### src/rtl/ptr_reg_bank.sv
// ptr_reg_bank
// Bank of NUM_REGS pointer registers, each split into a low and a high
// half of BYTE_W bits. Supports byte/word loads, full-width INC/DEC and
// indexed add of an unsigned (IDXU) or signed (IDXS) offset to the low byte.
//
// Build option PTR_BANK_FIXUP_EN:
//   defined   - a carry/borrow out of the low byte on IDX* is applied to the
//               high byte in a second FIXUP cycle (6502-style timing). During
//               that cycle op_ready is low and the register shows the
//               dummy-read address (corrected low, uncorrected high).
//   undefined - IDX* performs the full-width add in one cycle; op_ready is
//               tied high and busy_sel tied to 0.
//
// Ports:
//   clk, rst_n          clock, asynchronous active-low reset
//   op_valid, op_ready  operation handshake (accept = op_valid & op_ready)
//   op                  0 NOP,1 LDL,2 LDH,3 LDW,4 INC,5 DEC,6 IDXU,7 IDXS
//   wr_sel              target register (>= NUM_REGS: accepted, no effect)
//   din_l, din_h        load data
//   offset              index offset for IDXU/IDXS
//   rd_sel              register shown on addr_l/addr_h (combinational)
//   addr_l, addr_h      selected register halves
//   page_cross          one-cycle pulse after an IDX* crossing a page
//   busy_sel            register under fix-up, 0 when idle
module ptr_reg_bank #(
    parameter int NUM_REGS = 3,
    parameter int BYTE_W   = 8,
    parameter int SEL_W    = 2
) (
    input  logic              clk,
    input  logic              rst_n,
    input  logic              op_valid,
    output logic              op_ready,
    input  logic [2:0]        op,
    input  logic [SEL_W-1:0]  wr_sel,
    input  logic [BYTE_W-1:0] din_l,
    input  logic [BYTE_W-1:0] din_h,
    input  logic [BYTE_W-1:0] offset,
    input  logic [SEL_W-1:0]  rd_sel,
    output logic [BYTE_W-1:0] addr_l,
    output logic [BYTE_W-1:0] addr_h,
    output logic              page_cross,
    output logic [SEL_W-1:0]  busy_sel
);

    localparam logic [2:0] OP_NOP  = 3'd0;
    localparam logic [2:0] OP_LDL  = 3'd1;
    localparam logic [2:0] OP_LDH  = 3'd2;
    localparam logic [2:0] OP_LDW  = 3'd3;
    localparam logic [2:0] OP_INC  = 3'd4;
    localparam logic [2:0] OP_DEC  = 3'd5;
    localparam logic [2:0] OP_IDXU = 3'd6;
    localparam logic [2:0] OP_IDXS = 3'd7;

    localparam int PTR_W = 2 * BYTE_W;

    // Offset widened to the full pointer width: sign-extended for IDXS,
    // zero-extended for IDXU.
    function automatic logic signed [PTR_W-1:0] extend_offset(
        input logic [BYTE_W-1:0] off,
        input logic              is_signed
    );
        logic sign_bit;
        sign_bit = is_signed & off[BYTE_W-1];
        return {{BYTE_W{sign_bit}}, off};
    endfunction

    logic [BYTE_W-1:0] reg_l [NUM_REGS];
    logic [BYTE_W-1:0] reg_h [NUM_REGS];

    logic              accept;
    logic              sel_ok;
    logic [BYTE_W-1:0] cur_l;
    logic [BYTE_W-1:0] cur_h;
    logic [BYTE_W-1:0] nxt_l;
    logic [BYTE_W-1:0] nxt_h;
    logic [BYTE_W:0]   sum_l;
    logic              is_idx;
    logic              off_neg;
    logic              cross_up;
    logic              cross_dn;
    logic              crossing;
    logic              page_cross_p1;

    assign accept = op_valid & op_ready;
    assign sel_ok = (32'(wr_sel) < NUM_REGS);
    assign is_idx = (op == OP_IDXU) || (op == OP_IDXS);

    // Current contents of the write target (0 when out of range).
    always_comb begin
        cur_l = '0;
        cur_h = '0;
        for (int i = 0; i < NUM_REGS; i++) begin
            if (wr_sel == SEL_W'(i)) begin
                cur_l = reg_l[i];
                cur_h = reg_h[i];
            end
        end
    end

    // Read port: zero-latency view of rd_sel.
    always_comb begin
        addr_l = '0;
        addr_h = '0;
        for (int i = 0; i < NUM_REGS; i++) begin
            if (rd_sel == SEL_W'(i)) begin
                addr_l = reg_l[i];
                addr_h = reg_h[i];
            end
        end
    end

    // Low-byte carry detection. A negative offset always produces an
    // unsigned carry unless the result wrapped below zero, so "no carry"
    // with a negative offset is a borrow.
    assign sum_l    = {1'b0, cur_l} + {1'b0, offset};
    assign off_neg  = (op == OP_IDXS) & offset[BYTE_W-1];
    assign cross_up = sum_l[BYTE_W] & ~off_neg;
    assign cross_dn = ~sum_l[BYTE_W] & off_neg;
    assign crossing = is_idx & (cross_up | cross_dn);

    always_comb begin
        logic [PTR_W-1:0] full;
        nxt_l = cur_l;
        nxt_h = cur_h;
        full  = {cur_h, cur_l};
        case (op)
            OP_LDL: nxt_l = din_l;
            OP_LDH: nxt_h = din_h;
            OP_LDW: begin
                nxt_l = din_l;
                nxt_h = din_h;
            end
            OP_INC: {nxt_h, nxt_l} = full + PTR_W'(1);
            OP_DEC: {nxt_h, nxt_l} = full - PTR_W'(1);
            OP_IDXU, OP_IDXS: begin
`ifdef PTR_BANK_FIXUP_EN
                nxt_l = sum_l[BYTE_W-1:0];
`else
                {nxt_h, nxt_l} = full + PTR_W'(extend_offset(offset, op == OP_IDXS));
`endif
            end
            OP_NOP:  ;
            default: ;
        endcase
    end

`ifdef PTR_BANK_FIXUP_EN
    typedef enum logic {
        ST_IDLE  = 1'b0,
        ST_FIXUP = 1'b1
    } state_t;

    state_t           state;
    state_t           state_nxt;
    logic [SEL_W-1:0] fix_sel;
    logic             fix_dec;

    always_ff @(posedge clk or negedge rst_n) begin
        if (!rst_n) begin
            state   <= ST_IDLE;
            fix_sel <= '0;
            fix_dec <= 1'b0;
        end else begin
            state <= state_nxt;
            if (state == ST_IDLE && state_nxt == ST_FIXUP) begin
                fix_sel <= wr_sel;
                fix_dec <= cross_dn;
            end
        end
    end

    always_comb begin
        state_nxt = state;
        op_ready  = 1'b0;
        busy_sel  = '0;
        case (state)
            ST_IDLE: begin
                op_ready = 1'b1;
                if (accept && sel_ok && crossing) state_nxt = ST_FIXUP;
            end
            ST_FIXUP: begin
                busy_sel  = fix_sel;
                state_nxt = ST_IDLE;
            end
            default: state_nxt = ST_IDLE;
        endcase
    end
`else
    assign op_ready = 1'b1;
    assign busy_sel = '0;
`endif

    // ---- register update / page_cross stage ----
    always_ff @(posedge clk or negedge rst_n) begin
        if (!rst_n) begin
            for (int i = 0; i < NUM_REGS; i++) begin
                reg_l[i] <= '0;
                reg_h[i] <= '0;
            end
            page_cross_p1 <= 1'b0;
        end else begin
            page_cross_p1 <= accept & sel_ok & crossing;
            for (int i = 0; i < NUM_REGS; i++) begin
                if (accept && wr_sel == SEL_W'(i)) begin
                    reg_l[i] <= nxt_l;
                    reg_h[i] <= nxt_h;
                end
`ifdef PTR_BANK_FIXUP_EN
                // No op can be accepted in FIXUP, so this never collides
                // with the write above.
                if (state == ST_FIXUP && fix_sel == SEL_W'(i)) begin
                    reg_h[i] <= fix_dec ? reg_h[i] - BYTE_W'(1)
                                        : reg_h[i] + BYTE_W'(1);
                end
`endif
            end
        end
    end

    assign page_cross = page_cross_p1;

endmodule

### config.mk
export PLATFORM = sky130hd
export DESIGN_NAME = ptr_reg_bank
export DESIGN_NICKNAME = d
export VERILOG_FILES = /design/src/rtl/ptr_reg_bank.sv
export SDC_FILE = /design/constraint.sdc
export NUM_CORES = 1
export LEC_CHECK = 0
export CORE_MARGIN = 10
export CORE_UTILIZATION = 28
export DETAILED_ROUTE_END_ITERATION = 10
export SLEW_MARGIN = 40
export SYNTH_ARGS = -nofsm -noshare
export SYNTH_HDL_FRONTEND = slang
export SYNTH_SLANG_ARGS = --single-unit
### constraint.sdc
create_clock -name clk -period 3.9 [get_ports clk]
set_clock_uncertainty 0.2 [all_clocks]
set_input_delay 0.78 -clock clk [delete_from_list [all_inputs] [get_ports clk]]
set_output_delay 0.78 -clock clk [all_outputs]
set_load 0.005 [all_outputs]
# == Word-level counts from Yosys, hierarchy flattened ==
# Index checks and enable logic that the tools add are counted.
# totals
inputBits,34
ff_bits,49
word_cells,55
# classes
bitwise,9
add_sub_neg,4
n_eq_ne,11
mux,14
n_reduce_logical,9
n_lt_le_gt_ge,1
# ops
cell,count
2-to-1 mux 8 bit,12
case mux 8 bit (4 select lines),2
"adder 16 x 1 -> 16 bit, second input constant",1
adder 16 bit,1
"subtractor 16 x 1 -> 16 bit, second input constant",1
"== test 3 bit, second input constant",4
adder 8 x 8 -> 9 bit,1
bitwise AND 1 bit,6
"== test 3 x 2 -> 1 bit, second input constant",2
OR reduction 2 bit,3
"== test 2 x 1 -> 1 bit, second input constant",2
"== test 2 bit, second input constant",2
zero test 2 bit,2
"== test 3 x 1 -> 1 bit, second input constant",1
logical AND 1 bit,3
"< comparator 2 bit, second input constant",1
inverter 1 bit,2
logical OR 1 bit,1
bitwise OR 1 bit,1

# == Longest topological paths before layout ==
# logic_depth
depth_word,10
ltp_mapped,16
depth_no_buf,14

# == Least setup slack after synthesis ==
# Ideal clock, no wire load.
# synth_path
path_kind,input to register
start,in op[2]
end,reg reg_h[14] (netlist name)
required_time_ns,3.568
arrival_time_ns,3.486
cell_stages,14
slack_ns,0.082
path_cell_list,clkbuf_1 > clkbuf_1 > nand2_1 > nor2_1 > ha_1 > clkbuf_1 > a21o_1 > a21o_1 > a31oi_1 > a31oi_1 > xor2_1 > and2_1 > o211ai_1 > o21ai_1
# synth_via
elab_chain_len,4
word_cells_on_any_way,11
# synth_lines
element,line_no,rtl
from (decl),34,"input logic [2:0] op,"
== test 3 bit,"127, 140",
bitwise AND 1 bit,64,sign_bit = is_signed & off[BYTE_W-1];
adder 16 bit,140,"{nxt_h, nxt_l} = full + PTR_W'(extend_offset(offset, op == OP_IDXS));"
case mux 8 bit (4 select lines) *,127,case (op)
"to (signal, indexed assignment)",207,reg_h[i] <= nxt_h;
to (decl),69,logic [BYTE_W-1:0] reg_h [NUM_REGS];
# Every way passes the cells marked *; elsewhere a longest branch is shown, timed or not.
# A chain may end at the register's enable or synchronous reset.

# == Final worst setup path ==
# layout_path
start,in wr_sel[0]
end,reg reg_h[16] (netlist name)
# layout_via
elab_chain_len,6
word_cells_on_any_way,14
# layout_lines
element,line_no,rtl
from (decl),35,"input logic [SEL_W-1:0] wr_sel,"
zero test 2 bit,"94, 205",
2-to-1 mux 8 bit (3 in series),94,if (wr_sel == SEL_W'(i)) begin
adder 16 bit (tied with other cells),140,
case mux 8 bit (4 select lines),127,
# Several ways; a longest one is shown, not always the timed one.

==> qor.yml <==
dr.pass1.iters: 5
grt_pass1_wl_um: 25700
crit_chain: "dlymetal6s2s_1, buf_6, mux2i_1, o2bb2ai_2, ha_1, ha_1, a311oi_4, a31oi_4, a21o_1, a21oi_4, xnor2_1, a221oi_2, o22ai_2, mux2_2"
clk_latency_ps: 290
yosysUniqueCellTypes: 76
tns_ps: 0
synth-async-reset-ratio_pct: 100
antenna_found_initial: 0
crit_path_frequent_cell: "ha_1"
synth_top_area_cell: "dfrtp_1"
fin_crit_sh_pct: 91.1
num_rows: 47
fin_nets: 768
yosysWarnings: 0
initial_core_util_pct: 28.4
slowest_stage: "a311oi_4"
leakagePower_uw: 0.00286
synth-edff-count: 0
vias_per_cell: 5.13
cts_tree: "done"
fp.dieArea_um2: 22400
cp_max_fo: 7
synth_commonest_cells: "nand2_1, o21ai_0, dfrtp_1, nor2_1, mux2i_1"
first_iter_violations: 364
fp.dieH_um: 150
outcome: "finished, final reports clean"
clk_pin_slew_ps: 70
core_um2: 16500
crit_start: "wr_sel[0]"
dp_hpwl_um: 12600
grt_max_degree: 50
rsz0062_at_grt: "false"
hold_viol: 0
final_layout_size_suffix_gt1_share_pct: 24.6
seq_area_frac_synth_pct: 26.1
period_needed_ps: 3550
grt_pass1_vias: 4731
hold_slack_ps: 297
netlist_instances: 578
tightest_slew_ps: 621
synthToLayoutAreaGrowth_pct: 36.8
yosysMostFrequentCell: "nand2_1"
cts_root_buffer: "clkbuf_16"
die_w_um: 150
overflow: 0
crit_type: "in -> reg"
drt-total-wl_um: 15800
synth_area_um2: 4700
cts_buffers: 5
drv_cap: 0
drtAntennaViolNets: 0
synth.area.top_cells: "dfrtp_1, mux2i_1, nand2_1"
gp_congestion: 0.915
hp-class: "in -> async"
drcViolationCount: 0
wire_per_inst_um: 16.8
ys_seq_elements: 49
clockBufferDepth: 2
drv_slew: 0
cts_sinks: 49
setup_violations: 0
end_kind: "flip-flop"
vdd.ir_drop.worst_mv: 0.169
slew_headroom_pct: 58.2
synth.avg_cell_area_um2: 8.13
critical_path_arrival_ps: 3540
required_ps: 3880
track_usage_pct: 14.2
insertedDiodeCount: 0
cts_max_level: 2
clock.fmax_mhz: 281
worst_path_largest_cell_delay_ps: 370
power_density_nw_per_um2: 404
vias: 4806
synth_flop_cell: "dfrtp_1"
r2r-start: "reg_l[8]"
place.port_buffers: 50
io_pins: 54
critPathLaunchType: "input port"
reg2reg_depth: 12
synth.top_cell.area_share_pct: 26.1
where the power goes:
group / internal (uW) / total, uW / switching, uW
registers: 629 / 746 / 117
clock network: 304 / 498 / 194
logic: 668 / 1350 / 683
metal layers:
layer / vias up / wire length (um) / global-route usage [%]
met3: 11 / 773 / 1.51
met4: 0 / 284 / 3.88
li1: 2383 / - / -
met2: 133 / 7410 / 23.2
met1: 2279 / 7300 / 19.3
met5: - / 0 / 0
cell type report:
cell class | count | area [um2]
clock buffer | 5 | 125
clock inverter | 3 | 46.3
fill | 1695 | 10100
inverter | 16 | 60.1
multi-input combinational | 474 | 3280
sequential | 49 | 1230
tap | 220 | 275
timing repair buffer | 169 | 1420
path summary, 6_finish.rpt:
check | end | slack [ps]
min in group clk | reg_h[17] | 310
worst max-delay path | reg_h[16] | 350
max in group asynchronous | reg_l[18] | 2790
worst min-delay path | reg_l[3] | 300
worst min register to register | reg_h[17] | 310
worst max register to register | reg_h[16] | 770
logic make-up after synthesis:
kind of cell | Yosys count | synth area share, %
buffers and inverters | 56 | 6.04
other | 2 | 0.160
flip-flops | 49 | 26.1
adder cells (fa/ha/maj) | 19 | 5.06
AO/OA/AOI/OAI | 187 | 27.9
multiplexers | 45 | 9.96
XOR/XNOR | 24 | 4.47
AND/OR/NAND/NOR | 196 | 20.3
layout by cell type (no fill, tap or decap), types with 3 or more instances in the layout:
cell	count
mux2_2	6
inv_1	12
o22ai_1	5
o21ai_1	19
clkdlybuf4s50_1	47
o2bb2ai_4	4
o2bb2ai_1	4
clkbuf_16	5
inv_2	4
nor2_1	49
a21oi_1	20
o211ai_1	6
and3_1	4
a21o_1	11
dfrtp_1	49
o221ai_1	5
a21oi_2	6
o31ai_1	7
a211oi_1	3
xnor2_1	15
o21ai_0	56
conb_1	3
mux2i_2	3
and2_1	4
xor2_1	9
o2bb2ai_2	3
a31oi_1	9
nand3_1	11
nand2_1	88
nand4_1	5
mux2i_1	34
nand3b_1	4
buf_4	117
nor4_1	3
ha_1	18
nor3_1	6
stage by stage:
stage	area [um2]	utilization, %	total power, uW	setup WS [ps]	cells
final	6430	38.9	2590	347	936
after global routing	6430	38.9	2780	138	936
after CTS	6350	38.4	2580	3.13	936
after detailed placement	6140	37.1	2060	-337	925
after global placement	6130	37.1	2050	-299	925
after floorplan	4700	-	1470	82.0	579
flip-flops by register name, summed over array words and instances, names as in the netlist:
name,count
page_cross,1
reg_h,24
reg_l,24
critical path, delay by kind of cell:
family	cells	cell delay [ps]
compound gates	7	1430
xor+xnor	1	90
mux	2	510
buf+inv	2	280
fa+ha+maj	2	450
what timing repair did:
action | 4_1_cts | 5_1_grt
cloned | 0 | 0
pin swaps | 3 | 9
gates resized for setup | 5 | 14
buffers inserted | 3 | 0
endpoints found under the setup margin | 10 | 39
hold buffers | 0 | 0
Power figures use the tool's default switching activity.
